`src/rtl/ps2_device_rxtx.sv`:
```
// ps2_device_rxtx: device-side PS/2 link layer (keyboard/mouse emulator).
// Generates ps2_clk, sends device->host frames and receives host->device
// commands after a host request-to-send, returning the line-ack bit.
// Pins are open-drain: *_oe=1 pulls the line low, 0 releases it.
// Ports:
//   clk, rst_n               system clock, async active-low reset
//   ps2_clk_i / ps2_clk_oe   clock pin level in / low-drive enable out
//   ps2_data_i / ps2_data_oe data pin level in / low-drive enable out
//   tx_valid, tx_data, tx_ready   byte-to-host handshake
//   tx_done, tx_abort        1-cycle pulses: frame sent / host inhibited frame
//   rx_valid, rx_data, rx_perr    received command (pulse, held data, error)
module ps2_device_rxtx #(
  parameter int HALF_CYC    = 2000,
  parameter int RTS_MIN_CYC = 5000
) (
  input  logic       clk,
  input  logic       rst_n,
  input  logic       ps2_clk_i,
  output logic       ps2_clk_oe,
  input  logic       ps2_data_i,
  output logic       ps2_data_oe,
  input  logic       tx_valid,
  input  logic [7:0] tx_data,
  output logic       tx_ready,
  output logic       tx_done,
  output logic       tx_abort,
  output logic       rx_valid,
  output logic [7:0] rx_data,
  output logic       rx_perr
);
  localparam int TW = $clog2(HALF_CYC + 1);
  localparam int IW = $clog2(RTS_MIN_CYC + 1);
  localparam logic [TW-1:0] T_END = TW'(HALF_CYC - 1);
  localparam logic [TW-1:0] T_MID = TW'(HALF_CYC / 2 - 1);
  localparam logic [IW-1:0] I_MIN = IW'(RTS_MIN_CYC);

  typedef enum logic [2:0] {IDLE, TX_BIT, RX_WAIT, RX_BIT, RX_ACK, INHIBIT} state_e;
  // SETUP is the half-period lead-in before the first clock pulse (TX start
  // bit, RX ack); LOW/HIGH are the two halves of each generated pulse.
  typedef enum logic [1:0] {PH_SETUP, PH_LOW, PH_HIGH} phase_e;

  logic clk_meta_q, clk_sync_q, data_meta_q, data_sync_q;
  state_e state_q, state_d;
  phase_e ph_q, ph_d;
  logic [TW-1:0] tmr_q, tmr_d;
  logic [IW-1:0] inh_q, inh_d;
  logic [3:0] cnt_q, cnt_d;
  logic [10:0] tx_sh_q, tx_sh_d;
  logic [9:0] rx_sh_q, rx_sh_d;
  logic clk_oe_q, clk_oe_d, data_oe_q, data_oe_d;
  logic tx_done_q, tx_done_d, tx_abort_q, tx_abort_d;
  logic rx_valid_q, rx_valid_d, rx_perr_q, rx_perr_d;
  logic [7:0] rx_data_q, rx_data_d;

  assign tx_ready    = (state_q == IDLE) && clk_sync_q && data_sync_q;
  assign ps2_clk_oe  = clk_oe_q;
  assign ps2_data_oe = data_oe_q;
  assign tx_done     = tx_done_q;
  assign tx_abort    = tx_abort_q;
  assign rx_valid    = rx_valid_q;
  assign rx_data     = rx_data_q;
  assign rx_perr     = rx_perr_q;

  always_comb begin
    state_d    = state_q;
    ph_d       = ph_q;
    tmr_d      = tmr_q + TW'(1);
    inh_d      = inh_q;
    cnt_d      = cnt_q;
    tx_sh_d    = tx_sh_q;
    rx_sh_d    = rx_sh_q;
    clk_oe_d   = clk_oe_q;
    data_oe_d  = data_oe_q;
    tx_done_d  = 1'b0;
    tx_abort_d = 1'b0;
    rx_valid_d = 1'b0;
    rx_data_d  = rx_data_q;
    rx_perr_d  = rx_perr_q;
    case (state_q)
      IDLE: begin
        tmr_d     = '0;
        clk_oe_d  = 1'b0;
        data_oe_d = 1'b0;
        // Host holding clk low always wins over a pending transmit.
        if (!clk_sync_q) begin
          state_d = INHIBIT;
          inh_d   = '0;
        end else if (tx_valid && tx_ready) begin
          state_d   = TX_BIT;
          ph_d      = PH_SETUP;
          cnt_d     = '0;
          tx_sh_d   = {1'b1, ~^tx_data, tx_data, 1'b0};
          data_oe_d = 1'b1;
        end
      end
      TX_BIT, RX_BIT, RX_ACK: begin
        case (ph_q)
          PH_SETUP: if (tmr_q == T_MID) begin
            tmr_d = '0;
            if (state_q == TX_BIT && !clk_sync_q) begin
              state_d    = INHIBIT;
              inh_d      = '0;
              data_oe_d  = 1'b0;
              tx_abort_d = 1'b1;
            end else begin
              ph_d     = PH_LOW;
              clk_oe_d = 1'b1;
            end
          end
          PH_LOW: if (tmr_q == T_END) begin
            tmr_d    = '0;
            ph_d     = PH_HIGH;
            clk_oe_d = 1'b0;
          end
          default: begin
            // Next TX bit goes out mid-way through the high phase so the
            // data line is never touched while the clock is driven low.
            if (state_q == TX_BIT && tmr_q == T_MID && cnt_q != 4'd10) begin
              tx_sh_d   = {1'b1, tx_sh_q[10:1]};
              data_oe_d = ~tx_sh_q[1];
            end
            if (tmr_q == T_END) begin
              tmr_d = '0;
              if (state_q == RX_ACK) begin
                state_d    = IDLE;
                data_oe_d  = 1'b0;
                rx_valid_d = 1'b1;
                rx_data_d  = rx_sh_q[7:0];
                rx_perr_d  = ~(^rx_sh_q[8:0]) | ~rx_sh_q[9];
              end else if (!clk_sync_q) begin
                // Clock released by us but seen low: host inhibit.
                state_d    = INHIBIT;
                inh_d      = '0;
                data_oe_d  = 1'b0;
                tx_abort_d = (state_q == TX_BIT);
              end else if (state_q == TX_BIT && cnt_q == 4'd10) begin
                state_d   = IDLE;
                tx_done_d = 1'b1;
                data_oe_d = 1'b0;
              end else if (state_q == RX_BIT && cnt_q == 4'd9) begin
                rx_sh_d   = {data_sync_q, rx_sh_q[9:1]};
                state_d   = RX_ACK;
                ph_d      = PH_SETUP;
                data_oe_d = 1'b1;
              end else begin
                if (state_q == RX_BIT) rx_sh_d = {data_sync_q, rx_sh_q[9:1]};
                cnt_d    = cnt_q + 4'd1;
                ph_d     = PH_LOW;
                clk_oe_d = 1'b1;
              end
            end
          end
        endcase
      end
      RX_WAIT: if (tmr_q == T_END) begin
        tmr_d    = '0;
        state_d  = RX_BIT;
        ph_d     = PH_LOW;
        cnt_d    = '0;
        clk_oe_d = 1'b1;
      end
      default: begin // INHIBIT
        tmr_d     = '0;
        clk_oe_d  = 1'b0;
        data_oe_d = 1'b0;
        if (!clk_sync_q) begin
          if (inh_q != I_MIN) inh_d = inh_q + IW'(1);
        end else if (inh_q == I_MIN && !data_sync_q) begin
          state_d = RX_WAIT;
        end else begin
          state_d = IDLE;
        end
      end
    endcase
  end

  always_ff @(posedge clk or negedge rst_n) begin
    if (!rst_n) begin
      {clk_sync_q, clk_meta_q}   <= 2'b00;
      {data_sync_q, data_meta_q} <= 2'b00;
      state_q    <= IDLE;
      ph_q       <= PH_SETUP;
      tmr_q      <= '0;
      inh_q      <= '0;
      cnt_q      <= '0;
      tx_sh_q    <= '0;
      rx_sh_q    <= '0;
      clk_oe_q   <= 1'b0;
      data_oe_q  <= 1'b0;
      tx_done_q  <= 1'b0;
      tx_abort_q <= 1'b0;
      rx_valid_q <= 1'b0;
      rx_data_q  <= '0;
      rx_perr_q  <= 1'b0;
    end else begin
      {clk_sync_q, clk_meta_q}   <= {clk_meta_q, ps2_clk_i};
      {data_sync_q, data_meta_q} <= {data_meta_q, ps2_data_i};
      state_q    <= state_d;
      ph_q       <= ph_d;
      tmr_q      <= tmr_d;
      inh_q      <= inh_d;
      cnt_q      <= cnt_d;
      tx_sh_q    <= tx_sh_d;
      rx_sh_q    <= rx_sh_d;
      clk_oe_q   <= clk_oe_d;
      data_oe_q  <= data_oe_d;
      tx_done_q  <= tx_done_d;
      tx_abort_q <= tx_abort_d;
      rx_valid_q <= rx_valid_d;
      rx_data_q  <= rx_data_d;
      rx_perr_q  <= rx_perr_d;
    end
  end
endmodule

```
`config.mk`:
```
export PLATFORM = sky130hd
export DESIGN_NAME = ps2_device_rxtx
export DESIGN_NICKNAME = d
export VERILOG_FILES = /design/src/rtl/ps2_device_rxtx.sv
export SDC_FILE = /design/constraint.sdc
export NUM_CORES = 1
export LEC_CHECK = 0
export CAP_MARGIN = 40
export CORE_MARGIN = 4
export CORE_UTILIZATION = 60
export CTS_CLUSTER_DIAMETER = 60
export CTS_CLUSTER_SIZE = 16
export DETAILED_ROUTE_END_ITERATION = 6
export PLACE_DENSITY = 0.81
export SYNTH_ARGS = -nofsm -noshare
export SYNTH_HDL_FRONTEND = slang
export SYNTH_SLANG_ARGS = --single-unit
export TNS_END_PERCENT = 20
```
`constraint.sdc`:
```
create_clock -name clk -period 3.1 [get_ports clk]
set_input_delay 0.93 -clock clk [delete_from_list [all_inputs] [get_ports clk]]
set_output_delay 0.93 -clock clk [all_outputs]
set_load 0.02 [all_outputs]
```
==> metrics.log <==
[metrics] status: complete, no violations
[metrics] number of CTS-inserted buffers: 9
[metrics] r2r worst-path depth: 7
[metrics] Horiz. Die Dim: 87.8 um
[metrics] Worst Hold Margin: 352 ps
[metrics] worst-case vdd ir drop: 0.000480 V
[metrics] crit path kind: flip-flop to output pin
[metrics] average wire per cell in the routed design: 15.2 um
[metrics] Final Hold Fails: 0
[metrics] top area cells in the synthesized netlist: dfrtp_1, mux2_2, xnor2_1
[metrics] antenna-violating nets left: 0
[metrics] via count of the first global-routing pass: 2885
[metrics] Hold WC Path Type: flip-flop to flip-flop
[metrics] worst slew pin tran: 595 ps
[metrics] static leakage: 1.92 nW
[metrics] synth unique cells: 67
[metrics] Hold Path Cell Cnt: 0
[metrics] number of enable-type register cells in the synthesized netlist: 0
[metrics] register-to-register setup slack: 590 ps
[metrics] placement row count: 28
[metrics] die extent in y: 87.8 um
[metrics] maximum net fanout on the critical path: 14
[metrics] final standard cell count with taps included and fillers excluded: 499
[metrics] initial core utilization: 63.1%
[metrics] dominant synthesized flop cell: dfrtp_1
[metrics] post-synthesis average cell area: 9.85 um2
[metrics] endpoint required time on the critical path: 2170 ps
[metrics] power density over the cells: 788 nW/um2
[metrics] launching element type of the critical path: flip-flop
[metrics] Final setup violation count: 0
[metrics] grt ovf: 0
[metrics] count of inserted antenna diode cells: 0
[metrics] cells along the critical path: and4b_1 > clkdlybuf4s50_1
[metrics] Slew Limit Fails: 0
[metrics] clock transition at the registers of the reported paths: 70 ps
[metrics] Register Area: 1780 um2
[metrics] # DRC: 0
[metrics] cells after synthesis: 388
[metrics] fraction of post-synthesis cell area in the top cell type by area: 46.5%
[metrics] final layout net count: 438
[metrics] cell type contributing the most total cell area after synthesis: dfrtp_1
[metrics] summed negative setup slack over all endpoints: 0 ps
[metrics] post-route cell area: 4400 um2
[metrics] H-tree levels: 3
[metrics] hold bufs inserted after CTS: 0
[metrics] area occupied by multi-input gates: 1920 um2
[metrics] Syn. warnings: 0
[metrics] cell area after placement: 4190 um2
[metrics] number of search-and-repair iterations in the first detailed-routing pass: 5
[metrics] reg-to-reg critical path endpoint: state_q[2]
[metrics] worst path arrival time: 1870 ps
[metrics] worst stage delay on the critical path: 620 ps
[metrics] maximum number of pins on one net before global-route repair: 72
[metrics] f_max: 0.357 GHz
[metrics] standard cell with the maximum stage delay on the critical path: clkdlybuf4s50_1
[metrics] number of port buffers: 27
[metrics] antenna violations before repair: 0
[metrics] Async S/R FF share, synth: 100%
[metrics] number of maximum-capacitance constraint violations: 0
[metrics] post-cts resize count: 0
[metrics] DIE AREA: 7710 um2
[metrics] number of placed instances, taps included: 483
[metrics] number of buffers inserted to repair setup after CTS: 0
[metrics] Syn Nets: 407
[metrics] combined global-route utilization of all metal layers: 21.5%
[metrics] crit share post-route: 90.4%
[metrics] master cell of the clock root buffer: clkbuf_8
[metrics] WHS Endpoint: data_sync_q
[metrics] global-route wire length before repair: 13000 um
[metrics] first-iteration detailed-routing DRC count: 317
[metrics] routability cong.: 0.905
[metrics] Vias: 3061
[metrics] post-synthesis cell area: 3820 um2
[metrics] Min-Delay Startpoint: data_meta_q
[metrics] RSZ-0062 raised after global routing: false
[metrics] buffers from clock root to sink, at most: 2
[metrics] Crit. End Element: output pin
[metrics] commonest cells after routing, fill and taps aside: dfrtp_1, nand2_1, nor2_1, clkdlybuf4s50_1
[metrics] number of register bits inferred by synthesis: 71
[metrics] CTS sink cnt: 71
[metrics] # IOs: 28
[metrics] share of layout cells above drive strength 1: 14.6%
[metrics] Total Wirelength: 7590 um
[metrics] time the final worst path needs with I/O delays and setup: 2800 ps
[metrics] Relative slew margins: 60.0%
[metrics] TritonCTS clock tree: yes
[metrics] Area Overhead vs Synth: 15.0%
[metrics] worst-skew pair later-pin latency: 340 ps
[metrics] fillcell total: 448
[metrics] skew final: 9.38 ps
[metrics] post-detailed-route via-to-cell ratio: 6.13
[metrics] post-DP HPWL: 5330 um
[metrics] most common cell after layout, fill and taps aside: dfrtp_1
[metrics] register area share after synthesis: 46.5%
[metrics] reg-to-reg startpoint: state_q[0]
[metrics] placeable core area: 6060 um2
-- flip-flops by register name, indices dropped and copies added (netlist names), 2 cells and up --
register and flops:
rx_sh_q 10, rx_data 8, inh_q 13, ph_q 2, tx_sh_q 10, cnt_q 4, tmr_q 11, state_q 3
-- cell families (layout without fill, tap and decap cells) --
| group | Yosys count | in the layout | share of synthesized area (%) |
|---|---|---|---|
| AO/OA/AOI/OAI | 82 | 82 | 14.3 |
| XOR/XNOR | 24 | 24 | 5.50 |
| adder cells (fa/ha/maj) | 6 | 6 | 1.96 |
| buffers and inverters | 28 | 64 | 3.24 |
| flip-flops | 71 | 71 | 46.5 |
| multiplexers | 25 | 25 | 7.27 |
| AND/OR/NAND/NOR | 152 | 152 | 21.2 |
-- how the worst max path moves through the flow --
| stage | from | endpoint | slack [ps] | cells past startpoint |
|---|---|---|---|---|
| 2_1_floorplan | tmr_q[0] | ps2_clk_oe | 990 | 7 |
| 3_5_place_dp | tx_valid | state_q[2] | 540 | 7 |
| 3_3_place_gp | tx_valid | state_q[2] | 580 | 7 |
| 6_report | clk_sync_q | tx_ready | 300 | 2 |
| 4_1_cts | clk_sync_q | tx_ready | 300 | 2 |
| 5_1_grt | clk_sync_q | tx_ready | 220 | 2 |
-- worst max-delay path, delay by kind of cell (launching register included) --
| kind | cells | cell delay (ps) |
|---|---|---|
| buffers and inverters | 1 | 620 |
| DFF | 1 | 580 |
| and+or+nand+nor | 1 | 330 |
-- per-stage QoR --
| stage | utilization, % | setup WS [ps] | total power [mW] |
|---|---|---|---|
| after floorplan | - | 989 | 2.29 |
| after global placement | 69.1 | 583 | 2.65 |
| after detailed placement | 69.1 | 539 | 2.70 |
| after CTS | 72.5 | 299 | 3.46 |
| after global routing | 72.5 | 218 | 3.70 |
| final | 72.5 | 297 | 3.47 |
-- routing by layer --
| layer | track usage, % | vias to the layer above | wire length (um) |
|---|---|---|---|
| li1 | - | 1455 | - |
| met5 | 0 | - | 0 |
| met2 | 34.2 | 110 | 3680 |
| met1 | 28.7 | 1482 | 3250 |
| met3 | 4.99 | 14 | 515 |
| met4 | 8.23 | 0 | 151 |
-- layout make-up --
type                            count  share of cell area (%)
Sequential cell                    71                    40.4
Multi-Input combinational cell    289                    43.7
Inverter                           11                   0.939
Tap cell                           75                    2.13
Clock buffer                       13                    3.84
Clock inverter                      3                   0.911
Timing Repair Buffer               37                    8.03
-- cells in the mapped netlist, drive strengths merged, types with 3 or more instances --
cell type	number
or2	3
xor2	3
mux2i	3
nand3	17
mux2	22
nor4	3
o21a	4
inv	11
a21oi	22
and2	3
ha	6
clkbuf	7
a31oi	13
o211ai	3
a211oi	3
nor3	8
nor2b	4
nand4	4
a41oi	4
nand2	44
dfrtp	71
buf	10
nand2b	5
nor2	35
xnor2	21
o21ai	14
and3	10
-- report_power, final --
group | leakage [nW] | internal (mW) | switching, mW
registers | 0.929 | 1.07 | 0.146
logic | 0.877 | 0.589 | 0.900
clock network | 0.109 | 0.435 | 0.327
total | 1.92 | 2.09 | 1.37
Power figures use the tool's default switching activity.
